===== src/rtl/mod_reduce_pkg.sv =====
// Shared constants and helpers for the streaming Barrett reducer.
// Build option MODRED_LAZY_EN selects the lazy output range [0,2Q).
package mod_reduce_pkg;

   localparam int unsigned Q_DEF     = 32'd8380417;
   localparam int unsigned Q_W_DEF   = 32'd23;
   localparam int unsigned IN_W_DEF  = 32'd48;
   localparam int unsigned TAG_W_DEF = 32'd8;

`ifdef MODRED_LAZY_EN
   localparam bit LAZY = 1'b1;
`else
   localparam bit LAZY = 1'b0;
`endif

   // Barrett constant floor(2^in_w / q); caller truncates to its MU width.
   function automatic logic [127:0] calc_mu(input int unsigned in_w, input int unsigned q);
      logic [127:0] num;
      logic [127:0] den;
      num = 128'd1 << in_w;
      den = {96'd0, q};
      return num / den;
   endfunction

   // Result width seen by the NTT blocks: one extra bit when the final correction is deferred.
   function automatic int unsigned out_w(input int unsigned q_w);
      if (LAZY) begin
         return q_w + 32'd1;
      end else begin
         return q_w;
      end
   endfunction

endpackage


===== src/rtl/mod_reduce_stage.sv =====
// Generic valid/data pipeline slice with load enable and async active-low reset.
module mod_reduce_stage #(
   parameter int unsigned W = 32'd1
) (
   input  logic         clk,
   input  logic         rst_n,
   input  logic         load,
   input  logic         in_valid,
   input  logic [W-1:0] in_data,
   output logic         out_valid,
   output logic [W-1:0] out_data
);

   // Valid follows every advance so bubbles travel; data only updates for real samples.
   always_ff @(posedge clk or negedge rst_n) begin
      if (!rst_n) begin
         out_valid <= 1'b0;
         out_data  <= {W{1'b0}};
      end else if (load) begin
         out_valid <= in_valid;
         if (in_valid) begin
            out_data <= in_data;
         end
      end
   end

endmodule


===== src/rtl/mod_reduce_pipe.sv =====
// Streaming Barrett reduction r = x mod Q, one result per clock, tag carried alongside.
// Define MODRED_LAZY_EN to drop the final correction stage (3 stages, result in [0,2Q)).
module mod_reduce_pipe
   import mod_reduce_pkg::*;
#(
   parameter int unsigned Q     = Q_DEF,
   parameter int unsigned Q_W   = Q_W_DEF,
   parameter int unsigned IN_W  = IN_W_DEF,
   parameter int unsigned TAG_W = TAG_W_DEF
) (
   input  logic                   clk,
   input  logic                   rst_n,
   input  logic                   in_valid,
   output logic                   in_ready,
   input  logic [IN_W-1:0]        in_data,
   input  logic [TAG_W-1:0]       in_tag,
   output logic                   out_valid,
   input  logic                   out_ready,
   output logic [out_w(Q_W)-1:0]  out_data,
   output logic [TAG_W-1:0]       out_tag,
   output logic                   busy
);

   localparam int unsigned MU_W = IN_W - Q_W + 32'd2;
   localparam int unsigned PW   = IN_W + MU_W;
   localparam int unsigned QQW  = MU_W + Q_W;
   localparam int unsigned RW   = Q_W + 32'd1;
   localparam logic [MU_W-1:0] MU = MU_W'(calc_mu(IN_W, Q));

   localparam int unsigned W1 = IN_W + TAG_W;
   localparam int unsigned W2 = PW + IN_W + TAG_W;
   localparam int unsigned W3 = RW + TAG_W;

   logic           adv_s;
   logic           s1_valid_r, s2_valid_r, s3_valid_r;
   logic [W1-1:0]  s1_data_r;
   logic [W2-1:0]  s2_data_r;
   logic [W3-1:0]  s3_data_r;

   logic [IN_W-1:0]  x1_s, x2_s;
   logic [TAG_W-1:0] tag1_s, tag2_s, tag3_s;
   logic [PW-1:0]    p_s, p2_s;
   logic [MU_W-1:0]  qh_s;
   logic [QQW-1:0]   prod_s, diff_s;
   logic [RW-1:0]    r_s, r3_s;

   assign in_ready = adv_s;

   mod_reduce_stage #(.W(W1)) u_s1 (
      .clk(clk), .rst_n(rst_n), .load(adv_s),
      .in_valid(in_valid), .in_data({in_data, in_tag}),
      .out_valid(s1_valid_r), .out_data(s1_data_r)
   );

   assign x1_s   = s1_data_r[W1-1:TAG_W];
   assign tag1_s = s1_data_r[TAG_W-1:0];
   assign p_s    = PW'(x1_s) * PW'(MU);

   mod_reduce_stage #(.W(W2)) u_s2 (
      .clk(clk), .rst_n(rst_n), .load(adv_s),
      .in_valid(s1_valid_r), .in_data({p_s, x1_s, tag1_s}),
      .out_valid(s2_valid_r), .out_data(s2_data_r)
   );

   // Quotient estimate is at most one short, so the remainder always fits in [0,2Q).
   assign p2_s   = s2_data_r[W2-1:IN_W+TAG_W];
   assign x2_s   = s2_data_r[IN_W+TAG_W-1:TAG_W];
   assign tag2_s = s2_data_r[TAG_W-1:0];
   assign qh_s   = p2_s[PW-1:IN_W];
   assign prod_s = QQW'(qh_s) * QQW'(Q);
   assign diff_s = QQW'(x2_s) - prod_s;
   assign r_s    = diff_s[RW-1:0];

   mod_reduce_stage #(.W(W3)) u_s3 (
      .clk(clk), .rst_n(rst_n), .load(adv_s),
      .in_valid(s2_valid_r), .in_data({r_s, tag2_s}),
      .out_valid(s3_valid_r), .out_data(s3_data_r)
   );

   assign r3_s   = s3_data_r[W3-1:TAG_W];
   assign tag3_s = s3_data_r[TAG_W-1:0];

`ifdef MODRED_LAZY_EN
   logic unused_bits_s;

   assign unused_bits_s = ^{p2_s[IN_W-1:0], diff_s[QQW-1:RW]};
   assign out_valid     = s3_valid_r;
   assign out_data      = r3_s;
   assign out_tag       = tag3_s;
   assign busy          = s1_valid_r | s2_valid_r | s3_valid_r;
`else
   localparam int unsigned W4 = Q_W + TAG_W;

   logic          s4_valid_r;
   logic [W4-1:0] s4_data_r;
   logic [RW-1:0] sub_s;
   logic [Q_W-1:0] red_s;
   logic          unused_bits_s;

   // Final conditional subtraction brings the remainder into [0,Q).
   always_comb begin
      sub_s = r3_s - RW'(Q);
      if (r3_s >= RW'(Q)) begin
         red_s = sub_s[Q_W-1:0];
      end else begin
         red_s = r3_s[Q_W-1:0];
      end
   end

   mod_reduce_stage #(.W(W4)) u_s4 (
      .clk(clk), .rst_n(rst_n), .load(adv_s),
      .in_valid(s3_valid_r), .in_data({red_s, tag3_s}),
      .out_valid(s4_valid_r), .out_data(s4_data_r)
   );

   assign unused_bits_s = ^{p2_s[IN_W-1:0], diff_s[QQW-1:RW], sub_s[Q_W]};
   assign out_valid     = s4_valid_r;
   assign out_data      = s4_data_r[W4-1:TAG_W];
   assign out_tag       = s4_data_r[TAG_W-1:0];
   assign busy          = s1_valid_r | s2_valid_r | s3_valid_r | s4_valid_r;
`endif

   assign adv_s = !out_valid | out_ready;

endmodule

===== config.mk =====
export PLATFORM = sky130hd
export DESIGN_NAME = mod_reduce_pipe
export DESIGN_NICKNAME = d
export VERILOG_FILES = /design/src/rtl/mod_reduce_pkg.sv /design/src/rtl/mod_reduce_stage.sv /design/src/rtl/mod_reduce_pipe.sv
export SDC_FILE = /design/constraint.sdc
export NUM_CORES = 1
export LEC_CHECK = 0
export ABC_AREA = 1
export BUFFER_PORTS_ARGS = -buffer_cell sky130_fd_sc_hd__buf_2
export CORE_ASPECT_RATIO = 1.75
export CORE_UTILIZATION = 50
export CTS_CLUSTER_SIZE = 20
export DETAILED_ROUTE_END_ITERATION = 8
export HOLD_SLACK_MARGIN = 0.15
export PLACE_DENSITY = 0.76
export SYNTH_ARGS = -nofsm -noshare
export SYNTH_HDL_FRONTEND = slang
export SYNTH_SLANG_ARGS = --single-unit

===== constraint.sdc =====
create_clock -name clk -period 6.28 [get_ports clk]
set_input_delay 0.628 -clock clk [delete_from_list [all_inputs] [get_ports clk]]
set_output_delay 0.628 -clock clk [all_outputs]
set_load 0.02 [all_outputs]

Word-level counts from Yosys, hierarchy flattened. Cells that the tools add are included.

$add $sub $neg: 2. Multiply operators: 2. Divide/modulo/power cells: 0. Order comparisons: 1. Eq/ne operators: 0. Shift operators: 0. Muxes and demuxes: 1. Bitwise logic cells: 4. Reduce and logical (&&, ||, !) cells: 5.

Operators with widths (count): 48-bit by 24-bit multiplier with 72-bit output (second input constant) (1); 26-bit by 23-bit multiplier with 24-bit output (second input constant) (1); 24-bit by 23-bit greater-or-equal comparator with 1-bit output (second input constant) (1); 24-bit subtractor (1); 23-bit 2-to-1 mux (1); 23-bit subtractor (second input constant) (1); 2-bit AND reduction (4); 1-bit OR (4); 1-bit logical NOT (1).

Register bits after elaboration: 251. Bits in latches: 0. Memory bits (writable): 0. Bits in read-only memories: 0. Input port bits: 60. Output and inout port bits: 34. Word-level logic and storage cells: 23. Memories: 0.

Logic depth before layout (Yosys ltp). Gate-level depths: netlist of the first run.

Word-level depth: 3. Gate-level depth with buffers: 24. Gate-level depth less buffers: 24.

Cells and area by module. From an unflattened synthesis of the first run, not the netlist that was laid out.

Cell total of the unflattened synthesis: 3515. Area, all modules: 25753.4 µm².

Modules (own cells, without submodules): mod_reduce_pipe (instances 1, cells each 2416, area each 15656.3 µm², seq. area each 0.0 µm²); mod_reduce_stage (u_s2) (instances 1, cells each 572, area each 5251.3 µm², seq. area each 3303.2 µm²); mod_reduce_stage (u_s1) (instances 1, cells each 246, area each 2232.1 µm², seq. area each 1426.4 µm²); mod_reduce_stage (u_s3) (instances 1, cells each 143, area each 1352.5 µm², seq. area each 825.8 µm²); mod_reduce_stage (u_s4) (instances 1, cells each 138, area each 1261.2 µm², seq. area each 800.8 µm²).

Worst setup path before layout of the first run. OpenSTA, ideal clock, no wires.

Kind: reg-to-reg. Start: register u_s2.out_data[104]. End: register u_s3.out_data[31]. Library setup time: 0.065 ns. Arrival: 5.461 ns. Required time: 6.215 ns. Slack: 0.754 ns. Cell stages (with the launch flop): 21. Buffers on the path: 0. Clock period less this slack: 5.526 ns. Path through: dfrtp_1 -> fa_1 -> inv_1 -> fa_1 -> inv_1 -> fa_1 -> fa_1 -> fa_1 -> fa_1 -> fa_1 -> inv_1 -> ha_1 -> inv_1 -> nor3_1 -> nand2_1 -> or2_2 -> nand3_1 -> inv_1 -> nand3_1 -> nand3_1 -> nand2_1.

Cells in the longest elaborated chain, start to end: 2.

RTL lines: start: declaration (line mod_reduce_stage.sv:11) `output logic [W-1:0] out_data`; start signal: assignment (line mod_reduce_stage.sv:18) `out_data <= {W{1'b0}};`; start signal: assignment (line mod_reduce_stage.sv:22) `out_data <= in_data;`; 26-bit by 23-bit multiplier with 24-bit output (line mod_reduce_pipe.sv:70) `assign prod_s = QQW'(qh_s) * QQW'(Q);`; 24-bit subtractor (line mod_reduce_pipe.sv:71) `assign diff_s = QQW'(x2_s) - prod_s;`; end signal: assignment (line mod_reduce_stage.sv:18); end signal: assignment (line mod_reduce_stage.sv:22); end: declaration (line mod_reduce_stage.sv:11).

Every way passes these cells. A chain may end at the register's enable or synchronous reset.

Worst setup path in the final report of the first run.
Start: register u_s2.out_data[105]. End: register u_s3.out_data[31].

Same word-level chain as after synthesis.

==> impl_metrics.yaml, run 1 <==
die:
  design.portCount: 94
  core_um2: 39900
  die_w_um: 154
  rows: 97
  start_util: 0.507
  die_h_um: 268
  dieArea_um2: 41300
clock_network:
  post_cts_resized: 0
  cts.sinks: 179
  cts_tree: "yes"
  h-tree-depth: 4
  clock-root-buffer: "clkbuf_16"
  cts_buffers: 17
  ctsHoldBuffers: 0
  cts_setup_buffers: 0
  cts_max_path_buffers: 2
  clk_latency_ps: 470
  clkSlewWorstSetupHoldPaths_ps: 80
global_route:
  grt_pass1_vias: 18378
  overflow: 0
  grt_pass1_wl_um: 96500
  grt_max_degree: 76
  grtUsageTotal: 0.317
  antenna_found_initial: 0
sta:
  rsz0062_at_grt: "no"
  slew_headroom: 0.232
  post-route-period-util: 0.945
  tightest_slew_ps: 1140
  layout_min_cycle_time_ps: 5930
  finClkSkew_ps: 19.7
  hold_viol_final: 0
  slew_viol_final: 0
  tns_ps: 0
  max_freq_mhz: 169
  finalSetupViolCount: 0
logic_synthesis:
  synthesis.nets: 3108
  synthArstFlopShare: 1.00
  yosysSeqAreaShare: 0.221
  ys_warn_count: 0
  ys_ff_latch: 179
  syn-cell-area_um2: 20200
  ys_types: 48
  synth_area_per_cell_um2: 7.87
  synth_edf_count: 0
  synth_ff_type: "dfrtp_1"
  syn_inst: 2571
final_layout:
  mostFrequentLayoutCell: "inv_1"
  layout_common_cells: "inv_1 (536), nand2_1 (493), ha_1 (317)"
  n_antenna_cell: 0
  nets: 3195
  area_growth_pct: 8.13
  drive_gt1_frac: 0.0700
  final_cell_area_um2: 21900
  final_cells: 3166
critical_path:
  crit_top_cell: "fa_1"
  r2r_setup_slack_ps: 350
  worst-path-buf-inv: 5
  worstPathCellList: "inv_1 -> fa_1 -> fa_1 -> fa_1 -> fa_1 -> fa_1 -> inv_1 -> fa_1 -> fa_1 -> inv_1 -> ha_1 -> inv_1 -> nor3_1 -> nand2_1 -> or2_2 -> nand3_1 -> inv_1 -> nand3_1 -> nand3_1 -> nand2_1"
  slowest_delay_ps: 580
  r2r_start: "u_s2.out_data[105]"
  worstSetupPathType: "flop to flop"
  startpoint_type: "flop"
  slowest_stage: "fa_1"
  critPathArrivalTime_ps: 6340
  critPathCaptureType: "flop"
  crit_required_ps: 6690
  r2r_cells: 20
  r2r-end: "u_s3.out_data[31]"
  cpLargestDelayFamily: "adder cells"
  critPathMaxFanout: 6
place:
  dp.final_hpwl_um: 52800
  dp.cells: 3134
  post_dp_cell_area_um2: 21300
  portBuffers: 93
  place_congestion: 1.06
status:
  status: "complete, no violations"
detailed_routing:
  drt-initial-drc-count: 808
  viasPerCell: 5.40
  drt-wirelength-per-cell_um: 19.7
  totalWireLength_um: 62300
  ant_nets: 0
  drc: 0
  first_pass_iters: 5
  detailroute.via_count: 17105
worst_hold_path:
  hp-class: "primary input to async pin"
run:
  drv_cap: 0
-- cells in the mapped netlist, drive strengths merged (22+ instances only) --
library cell	count	share of area
a21oi	153	0.038
a31oi	23	0.0071
fa	160	0.16
nand2	497	0.093
ha	317	0.20
xor2	23	0.010
nand3	97	0.024
mux2	23	0.013
nor2	235	0.044
o21ai	144	0.036
inv	539	0.10
xnor2	22	0.0095
dfrtp	179	0.22
-- metrics by stage --
step	util	worst slack [ps]	hold WS [ps]
finish	0.548	347	158
global route	0.548	13.0	216
CTS	0.548	312	178
detailed placement	0.533	347	460
global placement	0.533	423	455
floorplan	-	754	332
-- routing by layer --
layer,global-route usage,share of wire,vias to the layer above,wire [um]
li1,-,-,8303,-
met5,0,0,-,0
met4,0.322,0.11,0,7110
met1,0.277,0.32,8131,20200
met3,0.0348,0.028,238,1770
met2,0.609,0.53,433,33200
-- sequential cells by signal (all words and copies together) (netlist names) --
| register | flops |
|---|---|
| u_s2.out_valid | 1 |
| u_s1.out_data | 56 |
| u_s3.out_valid | 1 |
| u_s1.out_valid | 1 |
| u_s4.out_data | 31 |
| u_s2.out_data | 56 |
| u_s4.out_valid | 1 |
| u_s3.out_data | 32 |
-- how the worst max path moves through the flow --
stage / from / end / cells after the start
finish: u_s2.out_data[105] / u_s3.out_data[31] / 20
global route: u_s2.out_data[105] / u_s3.out_data[31] / 20
CTS: u_s2.out_data[105] / u_s3.out_data[31] / 20
detailed placement: u_s2.out_data[105] / u_s3.out_data[31] / 20
global placement: u_s2.out_data[105] / u_s3.out_data[31] / 20
floorplan: u_s2.out_data[104] / u_s3.out_data[31] / 20
-- logic make-up (layout without fill, tap and decap cells) --
| logic type | after synthesis | after routing | share of synthesized area |
|---|---|---|---|
| compound gates | 366 | 366 | 0.0980 |
| xor+xnor | 45 | 45 | 0.0195 |
| fa+ha+maj | 477 | 477 | 0.354 |
| buf+inv | 575 | 675 | 0.108 |
| flops | 179 | 179 | 0.221 |
| mux | 23 | 23 | 0.0128 |
| simple gates | 906 | 906 | 0.186 |
-- cell type report --
class                           count  area (um2)
Fill cell                        3815       18100
Multi-Input combinational cell   1817       13600
Sequential cell                   179        4480
Inverter                          540        2030
Tap cell                          495         619
Timing Repair Buffer              103         549
Clock buffer                       17         425
Clock inverter                     15         183
Power of run 1 is left out: the tool's default activity adds up to more than one toggle a clock period on the data nets, which glitch-free logic cannot reach.
==> inputs of run 2 (changes only) <==
==> constraint.sdc (replaced) <==
create_clock -name clk -period 6.28 [get_ports clk]
set_input_delay 0.942 -clock clk [delete_from_list [all_inputs] [get_ports clk]]
set_output_delay 0.942 -clock clk [all_outputs]
set_load 0.02 [all_outputs]
==> run 2 against run 1 <==
Against the previous run:
- via count down 0.26%
- worst setup slack better by 30 ps
- register-to-register slack better by 30 ps
- critical path depth unchanged
- flip-flop and latch count unchanged
- maximum frequency up 0.51%
- cell count about the same
- global-route usage up 0.19 points
- die area unchanged
- largest cell class unchanged
==> impl_metrics.yaml, run 2 (same netlist as run 1, synthesis figures left out) <==
critical_path:
  worst-path-buf-inv: 5
  cpLargestDelayFamily: "adder cells"
  r2r-end: "u_s3.out_data[31]"
  r2r_start: "u_s2.out_data[105]"
  worstSetupPathType: "flop to flop"
  slowest_delay_ps: 570
  startpoint_type: "flop"
  critPathCaptureType: "flop"
  slowest_stage: "fa_1"
  r2r_cells: 20
  worstPathCellList: "inv_1 -> fa_1 -> fa_1 -> fa_1 -> fa_1 -> fa_1 -> inv_1 -> fa_1 -> fa_1 -> inv_1 -> ha_1 -> inv_1 -> nor3_1 -> nand2_1 -> or2_2 -> nand3_1 -> inv_1 -> nand3_1 -> nand3_1 -> nand2_1"
  r2r_setup_slack_ps: 380
  crit_top_cell: "fa_1"
  crit_required_ps: 6680
  critPathMaxFanout: 6
  critPathArrivalTime_ps: 6300
place:
  post_dp_cell_area_um2: 21300
  dp.final_hpwl_um: 53400
  place_congestion: 0.997
  portBuffers: 93
die:
  die_h_um: 268
  core_um2: 39900
  die_w_um: 154
  start_util: 0.507
  rows: 97
  design.portCount: 94
  dieArea_um2: 41300
clock_network:
  cts_tree: "yes"
  cts.sinks: 179
  cts_setup_buffers: 0
  post_cts_resized: 0
  clock-root-buffer: "clkbuf_16"
  clk_latency_ps: 470
  ctsHoldBuffers: 0
  cts_buffers: 17
  h-tree-depth: 4
  cts_max_path_buffers: 2
  clkSlewWorstSetupHoldPaths_ps: 80
detailed_routing:
  viasPerCell: 5.39
  drt-wirelength-per-cell_um: 19.8
  detailroute.via_count: 17060
  first_pass_iters: 5
  drc: 0
  drt-initial-drc-count: 745
  totalWireLength_um: 62700
  ant_nets: 0
status:
  status: "complete, no violations"
final_layout:
  top_regs: "u_s1.out_data (56), u_s2.out_data (56), u_s3.out_data (32)"
  final_util: 0.548
  drive_gt1_frac: 0.0704
  mostFrequentLayoutCell: "inv_1"
  layout_common_cells: "inv_1 (536), nand2_1 (493), ha_1 (317)"
  nets: 3196
  final_cell_area_um2: 21900
  area_growth_pct: 8.26
  n_antenna_cell: 0
sta:
  finClkSkew_ps: 20.3
  slew_headroom: 0.253
  layout_min_cycle_time_ps: 5900
  post-route-period-util: 0.940
  tightest_slew_ps: 1110
  finalSetupViolCount: 0
  tns_ps: 0
  hold_viol_final: 0
  rsz0062_at_grt: "no"
  slew_viol_final: 0
  max_freq_mhz: 169
global_route:
  grt_pass1_wl_um: 96800
  antenna_found_initial: 0
  grt_max_degree: 77
  grtUsageTotal: 0.319
  overflow: 0
  grt_pass1_vias: 18027
worst_hold_path:
  hp-class: "primary input to async pin"
run:
  drv_cap: 0
## run 2: changes by cell type in the layout (fill, tap and decap cells not counted), sizes merged
cell	delta
inv	+1
buf	+1
clkinvlp	-1
## run 2: worst max path at each step
stage / startpoint / endpoint / cells after the start
floorplan: u_s2.out_data[104] / u_s3.out_data[31] / 20
global placement: u_s2.out_data[105] / u_s3.out_data[31] / 20
detailed placement: u_s2.out_data[105] / u_s3.out_data[31] / 20
CTS: u_s2.out_data[105] / u_s3.out_data[31] / 20
global route: u_s2.out_data[105] / u_s3.out_data[31] / 20
finish: u_s2.out_data[105] / u_s3.out_data[31] / 20
## run 2: worst register-to-register path: stages (launching register included)
cell,delay [ps]
dfrtp_1,470
inv_1,170
fa_1,520
fa_1,580
fa_1,450
fa_1,520
fa_1,540
inv_1,50
fa_1,500
fa_1,540
inv_1,40
ha_1,330
inv_1,110
nor3_1,260
nand2_1,100
or2_2,300
nand3_1,90
inv_1,50
nand3_1,80
nand3_1,80
nand2_1,70
## run 2: through the flow
step / std cells / setup WS, ps / hold slack [ps]
6_report: 3167 / 377 / 429
4_1_cts: 3167 / 366 / 454
3_3_place_gp: 3135 / 416 / 457
5_1_grt: 3167 / 15.6 / 478
2_1_floorplan: 2571 / 754 / 442
3_5_place_dp: 3135 / 392 / 460
## run 2: cell type report
cell class | instances | area, um2
clock inverters | 15 | 201
repair buffers | 104 | 557
clock buffers | 17 | 425
well taps | 495 | 619
flip-flops and latches | 179 | 4480
inverters | 540 | 2030
fillers | 3815 | 18000
multi-input cells | 1817 | 13600
## run 2: routing by layer
| metal | wire length, um | share of wire | vias to the layer above | GRT usage |
|---|---|---|---|---|
| met5 | 0 | 0 | - | 0 |
| met4 | 6750 | 0.11 | 0 | 0.301 |
| met3 | 1370 | 0.022 | 219 | 0.0294 |
| met2 | 34400 | 0.55 | 402 | 0.628 |
| met1 | 20100 | 0.32 | 8131 | 0.278 |
| li1 | - | - | 8308 | - |
Power of run 2 is left out for the same reason.
